## config.mk

```make
export PLATFORM = sky130hd
export DESIGN_NAME = ex_muldiv
export DESIGN_NICKNAME = d
export VERILOG_FILES = /design/src/rtl/ex_muldiv_pkg.sv /design/src/rtl/ex_muldiv_step.sv /design/src/rtl/ex_muldiv.sv
export SDC_FILE = /design/constraint.sdc
export NUM_CORES = 1
export LEC_CHECK = 0
export CORE_ASPECT_RATIO = 0.75
export CORE_MARGIN = 2
export CORE_UTILIZATION = 45
export DETAILED_ROUTE_END_ITERATION = 8
export PLACE_DENSITY_LB_ADDON = 0.1
export SLEW_MARGIN = 0
export SYNTH_ARGS = -nofsm -noshare
export SYNTH_HDL_FRONTEND = slang
export SYNTH_SLANG_ARGS = --single-unit
```

## constraint.sdc

```tcl
create_clock -name clk -period 8.8 [get_ports clk]
set_input_delay 1.76 -clock clk [delete_from_list [all_inputs] [get_ports clk]]
set_output_delay 1.76 -clock clk [all_outputs]
set_load 0.005 [all_outputs]
```

## src/rtl/ex_muldiv_pkg.sv

```systemverilog
// Shared constants for the iterative RV32M multiply/divide unit.
// Build option: MULDIV_FAST_ZERO_EN short-circuits divide-by-zero and signed overflow.
package ex_muldiv_pkg;

  localparam logic [2:0] MD_MUL    = 3'd0;
  localparam logic [2:0] MD_MULH   = 3'd1;
  localparam logic [2:0] MD_MULHSU = 3'd2;
  localparam logic [2:0] MD_MULHU  = 3'd3;
  localparam logic [2:0] MD_DIV    = 3'd4;
  localparam logic [2:0] MD_DIVU   = 3'd5;
  localparam logic [2:0] MD_REM    = 3'd6;
  localparam logic [2:0] MD_REMU   = 3'd7;

  typedef enum logic [1:0] {
    ST_IDLE  = 2'd0,
    ST_CALC  = 2'd1,
    ST_FIXUP = 2'd2,
    ST_DONE  = 2'd3
  } md_state_t;

  function automatic logic md_rs1_signed(input logic [2:0] f);
    return (f == MD_MULH) || (f == MD_MULHSU) || (f == MD_DIV) || (f == MD_REM);
  endfunction

  function automatic logic md_rs2_signed(input logic [2:0] f);
    return (f == MD_MULH) || (f == MD_DIV) || (f == MD_REM);
  endfunction

endpackage

```

## src/rtl/ex_muldiv_step.sv

```systemverilog
// One iteration of the shared datapath: shift-add multiply step or
// restoring-division step, both working on operand magnitudes.
module ex_muldiv_step #(
  parameter int XLEN = 32
) (
  input  logic              i_is_div,
  input  logic [2*XLEN-1:0] i_acc,
  input  logic [XLEN-1:0]   i_rem,
  input  logic [XLEN-1:0]   i_opb,
  output logic [2*XLEN-1:0] o_acc,
  output logic [XLEN-1:0]   o_rem
);

  logic [XLEN:0]   w_sum;
  logic [XLEN:0]   w_shift;
  logic [XLEN-1:0] w_diff;
  logic            w_ge;

  // Multiply: acc = {partial product, remaining multiplier bits}.
  assign w_sum = {1'b0, i_acc[2*XLEN-1:XLEN]} + (i_acc[0] ? {1'b0, i_opb} : '0);

  // Divide: acc low half shifts dividend bits out and quotient bits in.
  assign w_shift = {i_rem, i_acc[XLEN-1]};
  assign w_ge    = (w_shift >= {1'b0, i_opb});
  assign w_diff  = w_shift[XLEN-1:0] - i_opb;

  always_comb begin
    o_acc = i_acc;
    o_rem = i_rem;
    if (i_is_div) begin
      o_acc = {i_acc[2*XLEN-1:XLEN], i_acc[XLEN-2:0], w_ge};
      o_rem = w_ge ? w_diff : w_shift[XLEN-1:0];
    end else begin
      o_acc = {w_sum, i_acc[XLEN-1:1]};
    end
  end

endmodule

```

## src/rtl/ex_muldiv.sv

```systemverilog
// EX-stage iterative RV32M unit: FSM, counter, sign capture and sign fixup.
// Build option: MULDIV_FAST_ZERO_EN sends divide-by-zero/overflow straight to DONE.
module ex_muldiv
  import ex_muldiv_pkg::*;
#(
  parameter int XLEN        = 32,
  parameter int RFIDX_WIDTH = 5
) (
  input  logic                   clk,
  input  logic                   rst_n,
  input  logic                   md_start,
  input  logic [2:0]             md_funct,
  input  logic [XLEN-1:0]        read_data1,
  input  logic [XLEN-1:0]        read_data2,
  input  logic [RFIDX_WIDTH-1:0] rd_index,
  input  logic                   flush,
  output logic                   md_stall,
  output logic                   md_busy,
  output logic                   md_done,
  output logic [XLEN-1:0]        md_result,
  output logic [RFIDX_WIDTH-1:0] md_rd_index
);

  localparam int CW = $clog2(XLEN);
  localparam logic [CW-1:0]   CNT_LAST = CW'(XLEN - 1);
  localparam logic [XLEN-1:0] XMIN     = {1'b1, {(XLEN-1){1'b0}}};

  md_state_t r_state, w_state_next;
  logic [CW-1:0]          r_cnt;
  logic [2:0]             r_funct;
  logic [RFIDX_WIDTH-1:0] r_rd, r_rd_out;
  logic                   r_s1, r_s2, r_div0, r_ovf;
  logic [2*XLEN-1:0]      r_acc;
  logic [XLEN-1:0]        r_rem, r_opb, r_result;

  logic              w_accept, w_s1, w_s2, w_div0, w_ovf, w_fast;
  logic [XLEN-1:0]   w_mag1, w_mag2, w_fast_result, w_quo, w_remd, w_fix_result;
  logic [2*XLEN-1:0] w_prod, w_acc_step;
  logic [XLEN-1:0]   w_rem_step;

  assign w_accept = (r_state == ST_IDLE) && md_start && !flush;
  assign w_s1     = read_data1[XLEN-1] && md_rs1_signed(md_funct);
  assign w_s2     = read_data2[XLEN-1] && md_rs2_signed(md_funct);
  assign w_mag1   = w_s1 ? -read_data1 : read_data1;
  assign w_mag2   = w_s2 ? -read_data2 : read_data2;
  assign w_div0   = (read_data2 == '0);
  assign w_ovf    = md_funct[2] && !md_funct[0] && (read_data1 == XMIN) && (&read_data2);

`ifdef MULDIV_FAST_ZERO_EN
  assign w_fast = md_funct[2] && (w_div0 || w_ovf);
`else
  assign w_fast = 1'b0;
`endif
  assign w_fast_result = md_funct[1] ? (w_div0 ? read_data1 : '0)
                                     : (w_div0 ? '1 : read_data1);

  ex_muldiv_step #(.XLEN(XLEN)) u_step (
    .i_is_div (r_funct[2]),
    .i_acc    (r_acc),
    .i_rem    (r_rem),
    .i_opb    (r_opb),
    .o_acc    (w_acc_step),
    .o_rem    (w_rem_step)
  );

  // Sign correction; divide-by-zero and overflow quotients are forced explicitly.
  assign w_prod = (r_s1 ^ r_s2) ? -r_acc : r_acc;
  assign w_quo  = r_div0 ? '1 : r_ovf ? XMIN :
                  ((r_s1 ^ r_s2) ? -r_acc[XLEN-1:0] : r_acc[XLEN-1:0]);
  assign w_remd = r_ovf ? '0 : (r_s1 ? -r_rem : r_rem);

  always_comb begin
    w_fix_result = w_prod[XLEN-1:0];
    case (r_funct)
      MD_MUL:                     w_fix_result = w_prod[XLEN-1:0];
      MD_MULH, MD_MULHSU, MD_MULHU: w_fix_result = w_prod[2*XLEN-1:XLEN];
      MD_DIV, MD_DIVU:            w_fix_result = w_quo;
      default:                    w_fix_result = w_remd;
    endcase
  end

  always_ff @(posedge clk or negedge rst_n) begin
    if (!rst_n) r_state <= ST_IDLE;
    else        r_state <= w_state_next;
  end

  always_comb begin
    w_state_next = r_state;
    md_stall     = 1'b0;
    case (r_state)
      ST_IDLE: if (w_accept) begin
        md_stall     = 1'b1;
        w_state_next = w_fast ? ST_DONE : ST_CALC;
      end
      ST_CALC: begin
        md_stall = 1'b1;
        if (r_cnt == CNT_LAST) w_state_next = ST_FIXUP;
      end
      ST_FIXUP: begin
        md_stall     = 1'b1;
        w_state_next = ST_DONE;
      end
      ST_DONE: w_state_next = ST_IDLE;
      default: w_state_next = ST_IDLE;
    endcase
    if (flush) w_state_next = ST_IDLE;
  end

  always_ff @(posedge clk or negedge rst_n) begin
    if (!rst_n) begin
      r_cnt    <= '0;
      r_funct  <= '0;
      r_rd     <= '0;
      r_rd_out <= '0;
      r_s1     <= 1'b0;
      r_s2     <= 1'b0;
      r_div0   <= 1'b0;
      r_ovf    <= 1'b0;
      r_acc    <= '0;
      r_rem    <= '0;
      r_opb    <= '0;
      r_result <= '0;
    end else if (w_accept) begin
      r_cnt   <= '0;
      r_funct <= md_funct;
      r_rd    <= rd_index;
      r_s1    <= w_s1;
      r_s2    <= w_s2;
      r_div0  <= md_funct[2] && w_div0;
      r_ovf   <= w_ovf;
      r_acc   <= {{XLEN{1'b0}}, w_mag1};
      r_rem   <= '0;
      r_opb   <= w_mag2;
      if (w_fast) begin
        r_result <= w_fast_result;
        r_rd_out <= rd_index;
      end
    end else if (r_state == ST_CALC) begin
      r_cnt <= (r_cnt == CNT_LAST) ? '0 : r_cnt + 1'b1;
      r_acc <= w_acc_step;
      r_rem <= w_rem_step;
    end else if (r_state == ST_FIXUP && !flush) begin
      r_result <= w_fix_result;
      r_rd_out <= r_rd;
    end
  end

  assign md_busy     = (r_state != ST_IDLE);
  assign md_done     = (r_state == ST_DONE);
  assign md_result   = r_result;
  assign md_rd_index = r_rd_out;

endmodule

```

* Yosys cells after proc, flatten, opt, wreduce, memory -nomap -nowiden
Cells that the tools add are included.
Word-level totals: bits in registers 184, output and inout port bits 40, word-level logic and storage cells 99
Operators by class: add/sub/neg operators 8, magnitude comparators 1, eq/ne operators 17, multiplexer cells 26, bitwise operators 3, reductions and logical operators 30
Operators by type and width (number):
- two-way mux 32 bit | 12
- two-way mux 64 bit | 4
- negator 32 bit | 4
- case mux 32 bit (3 select lines) | 1
- negator 64 bit | 1
- adder 32 x 33 -> 33 bit | 1
- greater-or-equal comparator 33 x 32 -> 1 bit | 1
- == test 32 bit, second input constant | 1
- zero test 32 bit | 1
- AND reduction 32 bit | 1
- subtractor 32 bit | 1
- two-way mux 5 bit | 3
- == test 3 bit, second input constant | 4
- == test 3 x 2 -> 1 bit, second input constant | 3
- logical AND 1 bit | 9
- case mux 2 bit (4 select lines) | 1
- == test 3 x 1 -> 1 bit, second input constant | 2
- two-way mux 2 bit | 3
- != test 3 bit, second input constant | 2
- AND reduction 2 bit | 3
- nonzero test 2 bit | 3
- adder 5 x 1 -> 5 bit, second input constant | 1
- == test 5 bit, second input constant | 1
- logical OR 1 bit | 5
- 13 further kinds | 17

* Depth between registers and ports, before layout
Gate-level depths: netlist of the first run.
depth after elaboration 7, gate-level depth with buffers 13

* By module
A second synthesis of the first run with hierarchy kept.
Unflattened totals: cell total of the unflattened synthesis 2008, area total of the unflattened synthesis 16412.0 sq um
By module, submodules not included:
- ex_muldiv | times used 1, cells each 1280, area each 11596.1 sq um
- ex_muldiv_step | times used 1, cells each 728, area each 4815.9 sq um

* Least setup slack after synthesis of the first run
Ideal clock, no wire load.
path kind input -> output, start point input port md_start, end point output port md_stall, data arrival time 2.684 ns, required time 7.040 ns, slack 4.357 ns, stages on the path 6, path buffers 2, cells stage by stage nand2_1 nor2_1 clkbuf_1 clkbuf_1 nor2_1 nor2_1
On the way: longest elaborated chain between the ends 4
Ends and longest elaborated chain:
- start, declared | RTL line ex_muldiv.sv:11 | input logic md_start,
- logical AND 1 bit (2 in a row) | RTL line ex_muldiv.sv:41 | assign w_accept = (r_state == ST_IDLE) && md_start && !flush;
- two-way mux 1 bit | RTL line ex_muldiv.sv:91 | ST_IDLE: if (w_accept) begin
- case mux 1 bit (2 select lines) | RTL line ex_muldiv.sv:90 | case (r_state)
- end, declared | RTL line ex_muldiv.sv:17 | output logic md_stall,
No other way between the ends.

* Final worst setup path of the first run
Same ends and word-level chain as after synthesis.

==> metrics.txt, run 1 <==
IO Pins between 100 and 150; initial core utilization 0.461; clock skew 10.5 ps; Post-DRT Antenna Nets 0; FFs w/ async S/R, synth 1.00; Area Overhead vs Synth 14.2%; Post-Syn Nets 2011; Setup Buffers After CTS 0; Achievable Freq approximately 200 MHz; Mapped Area 0.0150 mm^2; chip height ~160 um; root cell of the clock tree clkbuf_16; TritonRoute pass-1 iters 5; RD Place Congestion about 0.94; DIE AREA approximately 0.035 mm^2; post-layout min period 4900 ps; grt total ovfl 0; min-delay worst type reg2reg; Die Wd about 210 um; CP Buf/Inv Count 2; clock sink count approximately 180; flop and latch count out of synthesis 184; total CTS buffers 17; final setup violating endpoints 0; Leakage Power around 7.5 nW; maximum clock path buffer count 2; max-capacitance violation count 0; area leader, netlist dfrtp_1; critical path launch point type primary input; Cells after DPL approximately 2300; VDD IR max roughly 0.21 mV; run status completed; # DRC 0; vias in the first global route around 13000; Core ar. 0.0326 mm^2; via count ~14000; CTS tree yes; Worst-Skew Late Latency between 400 and 500 ps; Critical Path RT a little over 7000 ps; Slew @ Worst Pin approximately 1200 ps; post-DR wirelength/cell 20.5 um; max_slew headroom 0.214; total power slightly above 6 mW; critical-path cell list clkdlybuf4s50_1, nand2_1, nor2_2, nor2_1, nor2_1, clkdlybuf4s50_1; crit path kind in2out; # H-tree levels 4; Port Buffers about 120; Row Count 57; EDFF count, synth 0; Mapped Cells ~1900; Critical Path End Type output port; Post-CTS Hold Buffers 0; critical path's top delay family buffers and inverters; TNS Setup 0 ps; share of the synthesized area in the top cell type 0.307; Critical Path Max Stage Delay around 520 ps; drt first-iter violations roughly 1400; Slew Viols, Final 0; final period utilization 0.556; RSZ-0062 raised after global routing no; post-cts resize count 0; Cell Pwr Density between 300 and 400 mW/mm^2; Final Hold Viols 0; Cell Count, Final, Fillers Out approximately 2400; Reg clk slew, reported paths roughly 70 ps; Cell variety after synth between 70 and 80; synth top area cells dfrtp_1, ha_1, xor2_1, o21ai_0, xnor2_1; Antenna Cells 0; Worst path slowest cell clkdlybuf4s50_1; Placed Area around 0.017 mm^2; yosys synthesis warning count 0; register area share after synthesis 0.307; post-DP HPWL roughly 38 mm; prevailing post-synth register cell dfrtp_1; initial antenna violation count 0; Worst Path Max Fanout 3; largest net degree at the start of global routing 119; GRT Total Usage 0.280; layout cell share with drive strength beyond 1 0.0482; vias per inst ~6.0; final WL slightly below 50 mm; global-route wire length before repair 76.1 mm; final instance area approximately 0.017 mm^2; syn_area_per_cell slightly above 8 um^2; Nets approximately 2100; Critical Path AT 3140 ps
[report_power, final]
part / switching (mW) / leakage [nW] / internal (mW)
logic: 2.18 / 4.89 / 1.46
clock network: 0.385 / 0.313 / 0.461
registers: 0.455 / 2.35 / 1.18
total: 3.02 / 7.55 / 3.11
[state kept, by name, summed over array words and instances, names as in the netlist]
signal and flops:
r_funct 3, md_result 32, r_rem 32, r_rd 5, r_div0 1, r_s2 1, r_cnt 5, md_rd_index 5
r_opb 32, r_acc 64, r_s1 1, r_ovf 1, r_state 2
[synthesized netlist by cell type (all sizes together), types with 5 or more instances]
library cell,instances
nand2,205
nor2,192
dfrtp,184
o21ai,184
a21oi,130
xor2,107
xnor2,94
clkbuf,81
ha,75
inv,71
mux2i,56
a21o,39
nor3,37
o211ai,35
o31ai,30
nand3,26
or3,23
or4,20
a31oi,18
and3,17
o221ai,16
o41ai,15
nand2b,14
nor4,13
buf,12
nand4,12
a32oi,11
o22ai,11
or2,11
nor2b,10
a211oi,9
a221oi,9
and2,8
o21bai,8
o32a,7
o21a,6
mux2,5
[layout make-up]
cell class / instances / area, um^2
Multi-Input combinational cell: 1510 / 9810
Clock inverter: 11 / 149
Inverter: 71 / 267
Sequential cell: 184 / 4610
Timing Repair Buffer: 132 / 1280
Clock buffer: 21 / 480
Tap cell: 442 / 553
Fill cell: 3129 / 15400
[placed cells by master (no fill, tap or decap), types with 14 or more instances in the layout]
| master | netlist | routed |
|---|---|---|
| ha_1 | 75 | 74 |
| buf_4 | 0 | 17 |
| a21oi_1 | 130 | 128 |
| clkbuf_16 | 0 | 17 |
| xor2_1 | 107 | 107 |
| nand3_1 | 26 | 26 |
| inv_1 | 71 | 71 |
| a21o_1 | 39 | 39 |
| nor2_1 | 191 | 189 |
| nand2_1 | 204 | 204 |
| or3_1 | 20 | 20 |
| o21ai_0 | 183 | 183 |
| and3_1 | 17 | 16 |
| nand2b_1 | 14 | 14 |
| o41ai_1 | 14 | 14 |
| dfrtp_1 | 184 | 183 |
| o31ai_1 | 28 | 28 |
| a31oi_1 | 18 | 18 |
| o221ai_1 | 16 | 16 |
| mux2i_1 | 56 | 56 |
| clkdlybuf4s50_1 | 0 | 114 |
| nor3_1 | 37 | 37 |
| o211ai_1 | 35 | 35 |
| or4_1 | 16 | 16 |
| xnor2_1 | 94 | 93 |
[cells by family (layout without fill, tap and decap cells)]
logic type,Yosys count,in the layout,synth area share
simple gates,602,602,0.188
fa+ha+maj,77,77,0.0652
mux,61,61,0.0411
flops,184,184,0.307
compound gates,569,569,0.240
buf+inv,164,235,0.0419
xor+xnor,201,201,0.117
[final timing paths]
check | from | endpoint | slack [ps] | cells after the start
setup / recovery | md_start | md_stall | 3900 | 6
hold / removal | r_opb[7]$_DFFE_PN0P_ | r_opb[7]$_DFFE_PN0P_ | 480 | 2
setup reg to reg | r_acc[0]$_DFFE_PN0N_ | r_acc[62]$_DFFE_PN0P_ | 4440 | 13
hold reg to reg | r_opb[7]$_DFFE_PN0P_ | r_opb[7]$_DFFE_PN0P_ | 480 | 2
max in group asynchronous | rst_n | r_funct[2]$_DFFE_PN0P_ | 6230 | 2
min in group asynchronous | rst_n | r_acc[57]$_DFFE_PN0P_ | 1230 | 1
[worst min-delay path: cells and delay by family, from the launching register on]
kind | cells | cell delay, ps
and+or+nand+nor | 1 | 50
DFF | 1 | 340
AOI/OAI and AO/OA | 1 | 60
[per-layer routing]
metal  routed length [um]  track usage
met5                    0            0
met2                19800        0.392
met4                  488       0.0492
met1                24400        0.446
met3                 4000       0.0515
[per-stage QoR]
step                      worst slack (ps)  utilization  hold slack [ps]
after global placement                3850        0.507              454
after floorplan                       4360            -              440
final                                 3900        0.526              483
after detailed placement              3870        0.507              462
after global routing                  3790        0.526              492
after CTS                             3880        0.526              480
(Power assumes the default switching activity.)
==> run 2, diff against run 1 <==
==> constraint.sdc (replaced) <==
create_clock -name clk -period 4.6 [get_ports clk]
set_input_delay 0.92 -clock clk [delete_from_list [all_inputs] [get_ports clk]]
set_output_delay 0.92 -clock clk [all_outputs]
set_load 0.005 [all_outputs]
==> run 2 against run 1 <==
Compared with the run above: routed wire length is 0.11% higher; largest power group unchanged; clock power is 80% higher; critical path depth grew 7; worst hold slack got worse by 42 ps; first-iteration DRC count shrank 18%; setup slack got worse by 3300 ps; flip-flop and latch count is the same; clock-buffer cell count fell by 3; design area up 0.22%; critical path type is now reg2reg.
==> metrics.txt, run 2 (same netlist as run 1, synthesis figures left out) <==
met1 usage in global routing 0.421; IO Pins 116; DP Worst Slack roughly 490 ps; DIE AREA roughly 0.035 mm^2; min-delay worst type in2async; post-cts resize count 0; TNS Setup 0 ps; TritonRoute pass-1 iters 7; Critical Path AT 4370 ps; Slew Viols, Final 0; final WL between 40 and 50 mm; Port Buffers approximately 120; post-layout min period approximately 4000 ps; final setup violating endpoints 0; # DRC 0; GR peak layer met1; Setup crit start r_acc[0]$_DFFE_PN0N_; max reg flops 64; Die Wd around 210 um; Slew @ Worst Pin 989 ps; CP Buf/Inv Count 2; Area Overhead vs Synth 14.5%; chip height between 150 and 200 um; Core ar. 0.0326 mm^2; Nets 2075; Worst-Skew Late Latency between 400 and 500 ps; most frequent CP cell o21ai_0; final period utilization 0.868; final instance area around 0.017 mm^2; Layout fillers 3187; Antenna Cells 0; initial antenna violation count 1; critical path's top delay family compound AO/OA/AOI/OAI gates; drt first-iter violations 1130; GRT Total Usage 0.281; GR Util met2 0.389; via count approximately 14000; total power ~12 mW; max-capacitance violation count 0; Worst Path Max Fanout 23; VDD IR max 0.274 mV; Post-DRT Antenna Nets 0; clock sink count 184; Top reg by flops r_acc; post-DR wirelength/cell ~21 um; vias per inst ~5.9; Critical Path Max Stage Delay 550 ps; Cell Pwr Density about 680 mW/mm^2; Critical Path End Type flip-flop; global-route wire length before repair 75.9 mm; total CTS buffers 17; Achievable Freq around 250 MHz; clock skew approximately 12 ps; RSZ-0062 raised after global routing no; Setup Buffers After CTS 0; run status completed; # H-tree levels 4; reg2reg start r_acc[0]$_DFFE_PN0N_; post-DP HPWL roughly 38 mm; initial core utilization 0.461; Worst path slowest cell a21boi_0; Reg clk slew, reported paths ~80 ps; leading cell types in the layout, fill and taps excluded nand2_1, nor2_1, o21ai_0, dfrtp_1, a21oi_1; vias in the first global route 13155; maximum clock path buffer count 2; Post-CTS Hold Buffers 0; grt total ovfl 0; max_slew headroom 0.339; PnR worst setup slack approximately 610 ps; RD Place Congestion slightly below 1; Row Count 57; Critical Path RT around 5000 ps; Leakage Power 7.57 nW; Placed Area between 0.015 and 0.02 mm^2; Final Hold Viols 0; met3 Resource Use GR 0.0794; most common cell after layout, fill and taps aside nand2_1; CTS tree yes; critical-path cell list inv_1, buf_4, nor2_1, ha_1, a21oi_1, o22ai_1, a211o_1, o41ai_1, a311oi_1, a21boi_0, o21ai_0, xnor2_1, o21ai_0; crit path kind reg2reg; layout cell share with drive strength beyond 1 0.0512; critical path launch point type flip-flop; root cell of the clock tree clkbuf_16; largest net degree at the start of global routing 86
run 2: cell count changes in the layout (fill, tap and decap cells not counted):
cell / before / now
clkinvlp_4: 0 / 2
buf_12: 0 / 2
clkinv_8: 0 / 1
buf_4: 17 / 21
bufinv_16: 2 / 1
inv_8: 4 / 5
clkbuf_8: 5 / 2
clkinv_2: 0 / 1
inv_6: 3 / 2
run 2: worst reg2reg max path, delay by kind of cell, from the launching register on:
kind	cells	cell delay [ps]
xor gates and xnor gates	1	150
DFF	1	450
and+or+nand+nor	1	80
buffers and inverters	2	600
AOI/OAI and AO/OA	8	2410
adders and majority gates	1	220
run 2: path summary, 6_finish.rpt:
check,slack (ps),end,cells past startpoint
max,610,r_acc[58]$_DFFE_PN0P_,13
min,440,r_acc[56]$_DFFE_PN0P_,1
min in group clk,480,r_rd[1]$_DFFE_PN0P_,2
max reg2reg,610,r_acc[58]$_DFFE_PN0P_,13
min reg2reg,480,r_rd[1]$_DFFE_PN0P_,2
max in group asynchronous,3120,r_rem[7]$_DFFE_PN0P_,2
run 2: metrics by stage:
| step | hold WS, ps | utilization | std cells |
|---|---|---|---|
| finish | 440 | 0.527 | 2377 |
| global placement | 455 | 0.509 | 2345 |
| floorplan | 440 | - | 1858 |
| CTS | 480 | 0.527 | 2377 |
| detailed placement | 461 | 0.509 | 2345 |
| global route | 509 | 0.527 | 2377 |
run 2: layout make-up:
type                            instances  area [um^2]  area share
Clock buffer                           18          439      0.0256
Clock inverter                         14          158     0.00917
Inverter                               71          267      0.0155
Multi-Input combinational cell       1510         9810       0.571
Sequential cell                       184         4610       0.268
Tap cell                              442          553      0.0322
Timing Repair Buffer                  138         1350      0.0787
run 2: routing by layer:
layer,up-vias,part of all wire
met5,-,0.00041
met4,2,0.021
met3,66,0.094
met2,525,0.39
met1,6675,0.49
li1,6831,-
run 2: power breakdown:
part	internal [mW]	switching, mW	leakage [nW]
Sequential	2.26	0.837	2.35
Clock	0.787	0.732	0.289
Combinational	2.82	4.22	4.93
Total	5.87	5.79	7.57
